## src/rtl/garage_door_pkg.sv

```systemverilog
// Shared definitions for the garage door controller and its plant model:
// door states, default travel geometry and the motor command encoding.
package garage_door_pkg;

    localparam int TRAVEL_STEPS_DEF = 16;
    localparam int STEP_DIV_DEF     = 4;

    typedef enum logic [2:0] {
        ST_CLOSED,
        ST_OPENING,
        ST_OPEN,
        ST_CLOSING,
        ST_HALTED,
        ST_FAULT
    } door_state_t;

    typedef enum logic [1:0] {
        CMD_IDLE    = 2'b00,
        CMD_DOWN    = 2'b01,
        CMD_UP      = 2'b10,
        CMD_ILLEGAL = 2'b11
    } motor_cmd_t;

    function automatic motor_cmd_t decode_cmd(input logic up, input logic dn);
        return motor_cmd_t'({up, dn});
    endfunction

endpackage

```

## src/rtl/garage_door_plant_step_prescaler.sv

```systemverilog
// Drive-time prescaler: counts enabled cycles up to DIV-1 and emits a
// one-cycle step pulse on the wrapping cycle.
module step_prescaler #(
    parameter int DIV = 4
) (
    input  logic clk,
    input  logic rst,
    input  logic enable,
    input  logic restart,
    output logic step
);

    localparam int CW = (DIV > 1) ? $clog2(DIV) : 1;
    localparam logic [CW-1:0] LAST = CW'(DIV - 1);

    logic [CW-1:0] count;
    logic [CW-1:0] base;

    // restart discards the partial count but still counts this cycle
    always_comb begin
        base = restart ? '0 : count;
        step = enable && (base == LAST);
    end

    always_ff @(posedge clk or posedge rst) begin
        if (rst) begin
            count <= '0;
        end else if (!enable || step) begin
            count <= '0;
        end else begin
            count <= base + CW'(1);
        end
    end

endmodule

```

## src/rtl/garage_door_plant.sv

```systemverilog
// Behavioural door plant: integrates motor drive into a position and
// reports limit switches and illegal command combinations.
module garage_door_plant
    import garage_door_pkg::*;
#(
    parameter int TRAVEL_STEPS = TRAVEL_STEPS_DEF,
    parameter int STEP_DIV     = STEP_DIV_DEF,
    parameter int POS_W        = 5
) (
    input  logic             clk,
    input  logic             rst,
    input  logic             UP_M,
    input  logic             DN_M,
    output logic             UP_Max,
    output logic             DN_Max,
    output logic [POS_W-1:0] position,
    output logic             moving,
    output logic             fault
);

    localparam logic [POS_W-1:0] POS_TOP  = POS_W'(TRAVEL_STEPS);
    localparam logic [POS_W-1:0] POS_NEAR = POS_W'(TRAVEL_STEPS - 1);
    localparam logic [POS_W-1:0] POS_ONE  = POS_W'(1);

    door_state_t      state;
    door_state_t      state_n;
    logic [POS_W-1:0] pos_n;
    motor_cmd_t       cmd;
    logic             drive_up;
    logic             drive_dn;
    logic             enable;
    logic             restart;
    logic             step;

    assign cmd = decode_cmd(UP_M, DN_M);

    // Drive only counts when it can actually move the door
    assign drive_up = (state != ST_FAULT) && (cmd == CMD_UP)
                      && (position != POS_TOP);
    assign drive_dn = (state != ST_FAULT) && (cmd == CMD_DOWN)
                      && (position != '0);
    assign enable   = drive_up || drive_dn;
    assign restart  = (drive_up && state == ST_CLOSING)
                      || (drive_dn && state == ST_OPENING);

    step_prescaler #(
        .DIV(STEP_DIV)
    ) u_prescaler (
        .clk    (clk),
        .rst    (rst),
        .enable (enable),
        .restart(restart),
        .step   (step)
    );

    always_comb begin
        state_n = state;
        pos_n   = position;
        if (state != ST_FAULT) begin
            unique case (cmd)
                CMD_ILLEGAL: begin
                    state_n = ST_FAULT;
                end
                CMD_UP: begin
                    if (drive_up) begin
                        if (step) begin
                            pos_n = position + POS_ONE;
                        end
                        state_n = (step && position == POS_NEAR)
                                  ? ST_OPEN : ST_OPENING;
                    end else begin
                        state_n = ST_OPEN;
                    end
                end
                CMD_DOWN: begin
                    if (drive_dn) begin
                        if (step) begin
                            pos_n = position - POS_ONE;
                        end
                        state_n = (step && position == POS_ONE)
                                  ? ST_CLOSED : ST_CLOSING;
                    end else begin
                        state_n = ST_CLOSED;
                    end
                end
                default: begin
                    if (position == '0) begin
                        state_n = ST_CLOSED;
                    end else if (position == POS_TOP) begin
                        state_n = ST_OPEN;
                    end else begin
                        state_n = ST_HALTED;
                    end
                end
            endcase
        end
    end

    always_ff @(posedge clk or posedge rst) begin
        if (rst) begin
            state    <= ST_CLOSED;
            position <= '0;
        end else begin
            state    <= state_n;
            position <= pos_n;
        end
    end

    assign DN_Max = (position == '0);
    assign UP_Max = (position == POS_TOP);
    assign moving = (state == ST_OPENING) || (state == ST_CLOSING);
    assign fault  = (state == ST_FAULT);

endmodule

```

## config.mk

```make
export PLATFORM = sky130hd
export DESIGN_NAME = garage_door_plant
export DESIGN_NICKNAME = d
export VERILOG_FILES = /design/src/rtl/garage_door_pkg.sv /design/src/rtl/garage_door_plant_step_prescaler.sv /design/src/rtl/garage_door_plant.sv
export SDC_FILE = /design/constraint.sdc
export NUM_CORES = 1
export LEC_CHECK = 0
export BUFFER_PORTS_ARGS = -buffer_cell sky130_fd_sc_hd__buf_2
export CORE_MARGIN = 1.5
export CORE_UTILIZATION = 55
export CTS_CLUSTER_SIZE = 28
export DETAILED_ROUTE_END_ITERATION = 12
export GPL_TIMING_DRIVEN = 0
export PLACE_DENSITY = 0.82
export SYNTH_ARGS = -nofsm -noshare
export SYNTH_HDL_FRONTEND = slang
export SYNTH_HIERARCHICAL = 1
export SYNTH_SLANG_ARGS = --single-unit
```

## constraint.sdc

```tcl
create_clock -name clk -period 5.2 [get_ports clk]
set_clock_uncertainty 0.05 [all_clocks]
set_input_delay 0.78 -clock clk [delete_from_list [all_inputs] [get_ports clk]]
set_output_delay 0.78 -clock clk [all_outputs]
set_load 0.01 [all_outputs]
```

==> qor.csv <==
stage;metric;value;unit
status;status;complete, no violations;
timing;slew_headroom;0.667;
worst_setup_path;arrival;3.35;ns
worst_setup_path;cp-end-kind;register;
route;drtAntennaViolNets;0;
clock_tree;cts_tree;yes;
worst_setup_path;critPathMaxFanout;6;
clock_tree;clk_pin_slew_worst_paths;0.07;ns
route;drtPass1Iterations;6;
yosys;syn_inst;85;
clock_tree;cts.repair.resized;0;
route;post_drt_wl_per_cell;13.4;um
yosys;netlist_area;796;um2
layout;layout-drive-gt1-share;0.253;
global_route;use_met2;0.340;
global_route;use_met3;0.0163;
global_route;gr-max-usage-layer;met2;
die;start_util;0.604;
die;fp-row-count;13;
timing;drv_slew;0;
layout;final_net_count;110;
die;die_w;41.0;um
layout;final_cell_mix;buf_2 (12), dfrtp_1 (10), inv_1 (8), a21oi_1 (6), ha_1 (6);
yosys;synthDistinctLibCells;39;
clock_tree;clock-sinks;10;
die;dieArea;0.00168;mm2
placed_design;finalWeightedCongestion;0.874;
global_route;antenna_found_initial;0;
route;drtIter0Drc;17;
worst_setup_path;rr_startpoint;position[1];
power;power_density;181;mW/mm2
die;io_pins;13;
timing;tightest_slew;0.499;ns
timing;finalHoldViolCount;0;
layout;areaGrowthSynthToFinish;13.2;%
clock_tree;root_buffer;clkbuf_4;
yosys;synthArstFlopShare;1.00;
die;fp.coreArea;0.00132;mm2
timing;rsz0062_at_grt;no;
timing;timing.final.ws_setup;1.97;ns
worst_setup_path;crit_path_max_incr_delay;0.44;ns
yosys;yosys.area.top_type;dfrtp_1;
clock_tree;cts_hold_buf;0;
worst_setup_path;worstPathRequired;5.32;ns
timing;min_period;3.23;ns
global_route;grt_pass1_vias;557;
timing;fin_setup_tns;0;ns
min_path;hp-class;in2async;
power;vdd_drop_max;119;uV
placed_design;place_ws;2.04;ns
yosys;syn-num-nets;95;
placed_design;hpwl;1.17;mm
route;drc;0;
global_route;grt_pass1_wl;2.31;mm
worst_setup_path;cp_slowest_cell;dfrtp_1;
clock_tree;clock_latency;0.28;ns
layout;diodes;0;
worst_setup_path;crit_start;position[1];
placed_design;port_buffers;10;
worst_setup_path;cp_cell_sequence;inv_1 > ha_1 > nand4bb_1 > and2_1 > a21oi_1 > nor2b_1 > and2b_2 > ha_1 > and2_1 > a21oi_1 > or4_1 > and2_1 > o21a_1;
worst_setup_path;path_class;reg2reg;
global_route;grt_max_degree;11;
clock_tree;cts_setup_buffers;0;
power;p_leak;0.439;nW
yosys;synth_ff_type;dfrtp_1;
clock_tree;cts_made_buffers;3;
worst_setup_path;startpoint_type;register;
die;die_h;41.0;um
route;wl;1.52;mm
clock_tree;htree_levels;1;
timing;setup_violations;0;
yosys;synth_edf_count;0;
flow_run;drv_cap;0;
yosys;ys_seq_area_frac;0.314;
yosys;yosys-top-cells-area;dfrtp_1 (31%), ha_1 (9.4%), a21oi_1 (3.8%);
timing;timing.final.crit_share;0.621;
layout;final_common_cell;buf_2;
global_route;grtUsageTotal;0.217;
route;avgViaCountPerCell;5.75;
global_route;gr-total-overflow;0;
yosys;synth_top_area_frac;0.314;
timing;max_freq;310;MHz
yosys;ys_ff_latch;10;
yosys;synth_area_per_cell;9.36;um2
worst_setup_path;crit_top_cell;and2_1;
route;dr_total_vias;655;
yosys;ys_warn_count;6;
clock_tree;cts.path.max_buffers;2;
global_route;use_met1;0.289;
cell type report:
type,count,area (um2)
repair buffers,10,50.0
multi-input cells,63,487
fillers,95,417
clock buffers,4,36.3
inverters,8,30.0
well taps,15,18.8
plain buffers,4,28.8
flip-flops and latches,10,250
layer usage:
metal  wire, um  vias up
li1           -      332
met1        691      303
met2        735       15
met3         53        5
met4         41        0
met5          0        -
Yosys cell counts, types with 3 or more instances:
cell	number
a21oi_1	6
nor2_1	5
inv_1	8
dfrtp_1	10
ha_1	6
o21ai_0	3
and2_1	4
nor2b_1	3
flip-flops by register name, summed over array words and instances, names as in the netlist:
signal             flops
u_prescaler/count      2
state                  3
position               5
cells by family (layout without fill, tap and decap cells):
kind of cell	Yosys count	after routing	synth area share
simple gates	34	34	0.305
xor+xnor	4	4	0.0440
mux	1	1	0.0126
flops	10	10	0.314
compound gates	18	18	0.156
fa+ha+maj	6	6	0.0943
buf+inv	12	26	0.0739
critical path, delay by kind of cell (launching register included):
family          cells  cell delay (ns)
compound gates      3             0.43
fa+ha+maj           2             0.41
buf+inv             1             0.16
flops               1             0.44
simple gates        7             1.65
report_power, final:
group,internal [W],leakage [nW],total [W],switching (W)
clock network,0.0000426,0.0210,0.0000730,0.0000304
logic,0.00000501,0.299,0.0000126,0.00000758
registers,0.0000777,0.119,0.0000777,0.00000000000000000000000171
worst paths after layout:
check	endpoint	depth (start not counted)	slack, ns
max reg2reg	state[1]	13	1.97
min in group clk	u_prescaler/count[0]	2	0.51
max	state[1]	13	1.97
min	u_prescaler/count[1]	2	0.30
min reg2reg	u_prescaler/count[0]	2	0.51
max in group asynchronous	position[4]	2	4.46
metrics by stage:
step / hold slack [ns] / power (W) / instances / cell area [um2] / util
after detailed placement: 0.510 / 0.0000919 / 110 / 865 / 0.656
after global routing: 0.309 / 0.000170 / 114 / 901 / 0.684
after CTS: 0.312 / 0.000162 / 114 / 901 / 0.684
final: 0.300 / 0.000163 / 114 / 901 / 0.684
after global placement: 0.487 / 0.0000917 / 110 / 865 / 0.656
after floorplan: 0.471 / 0.0000894 / 85 / 796 / -
Power figures use the tool's default switching activity.
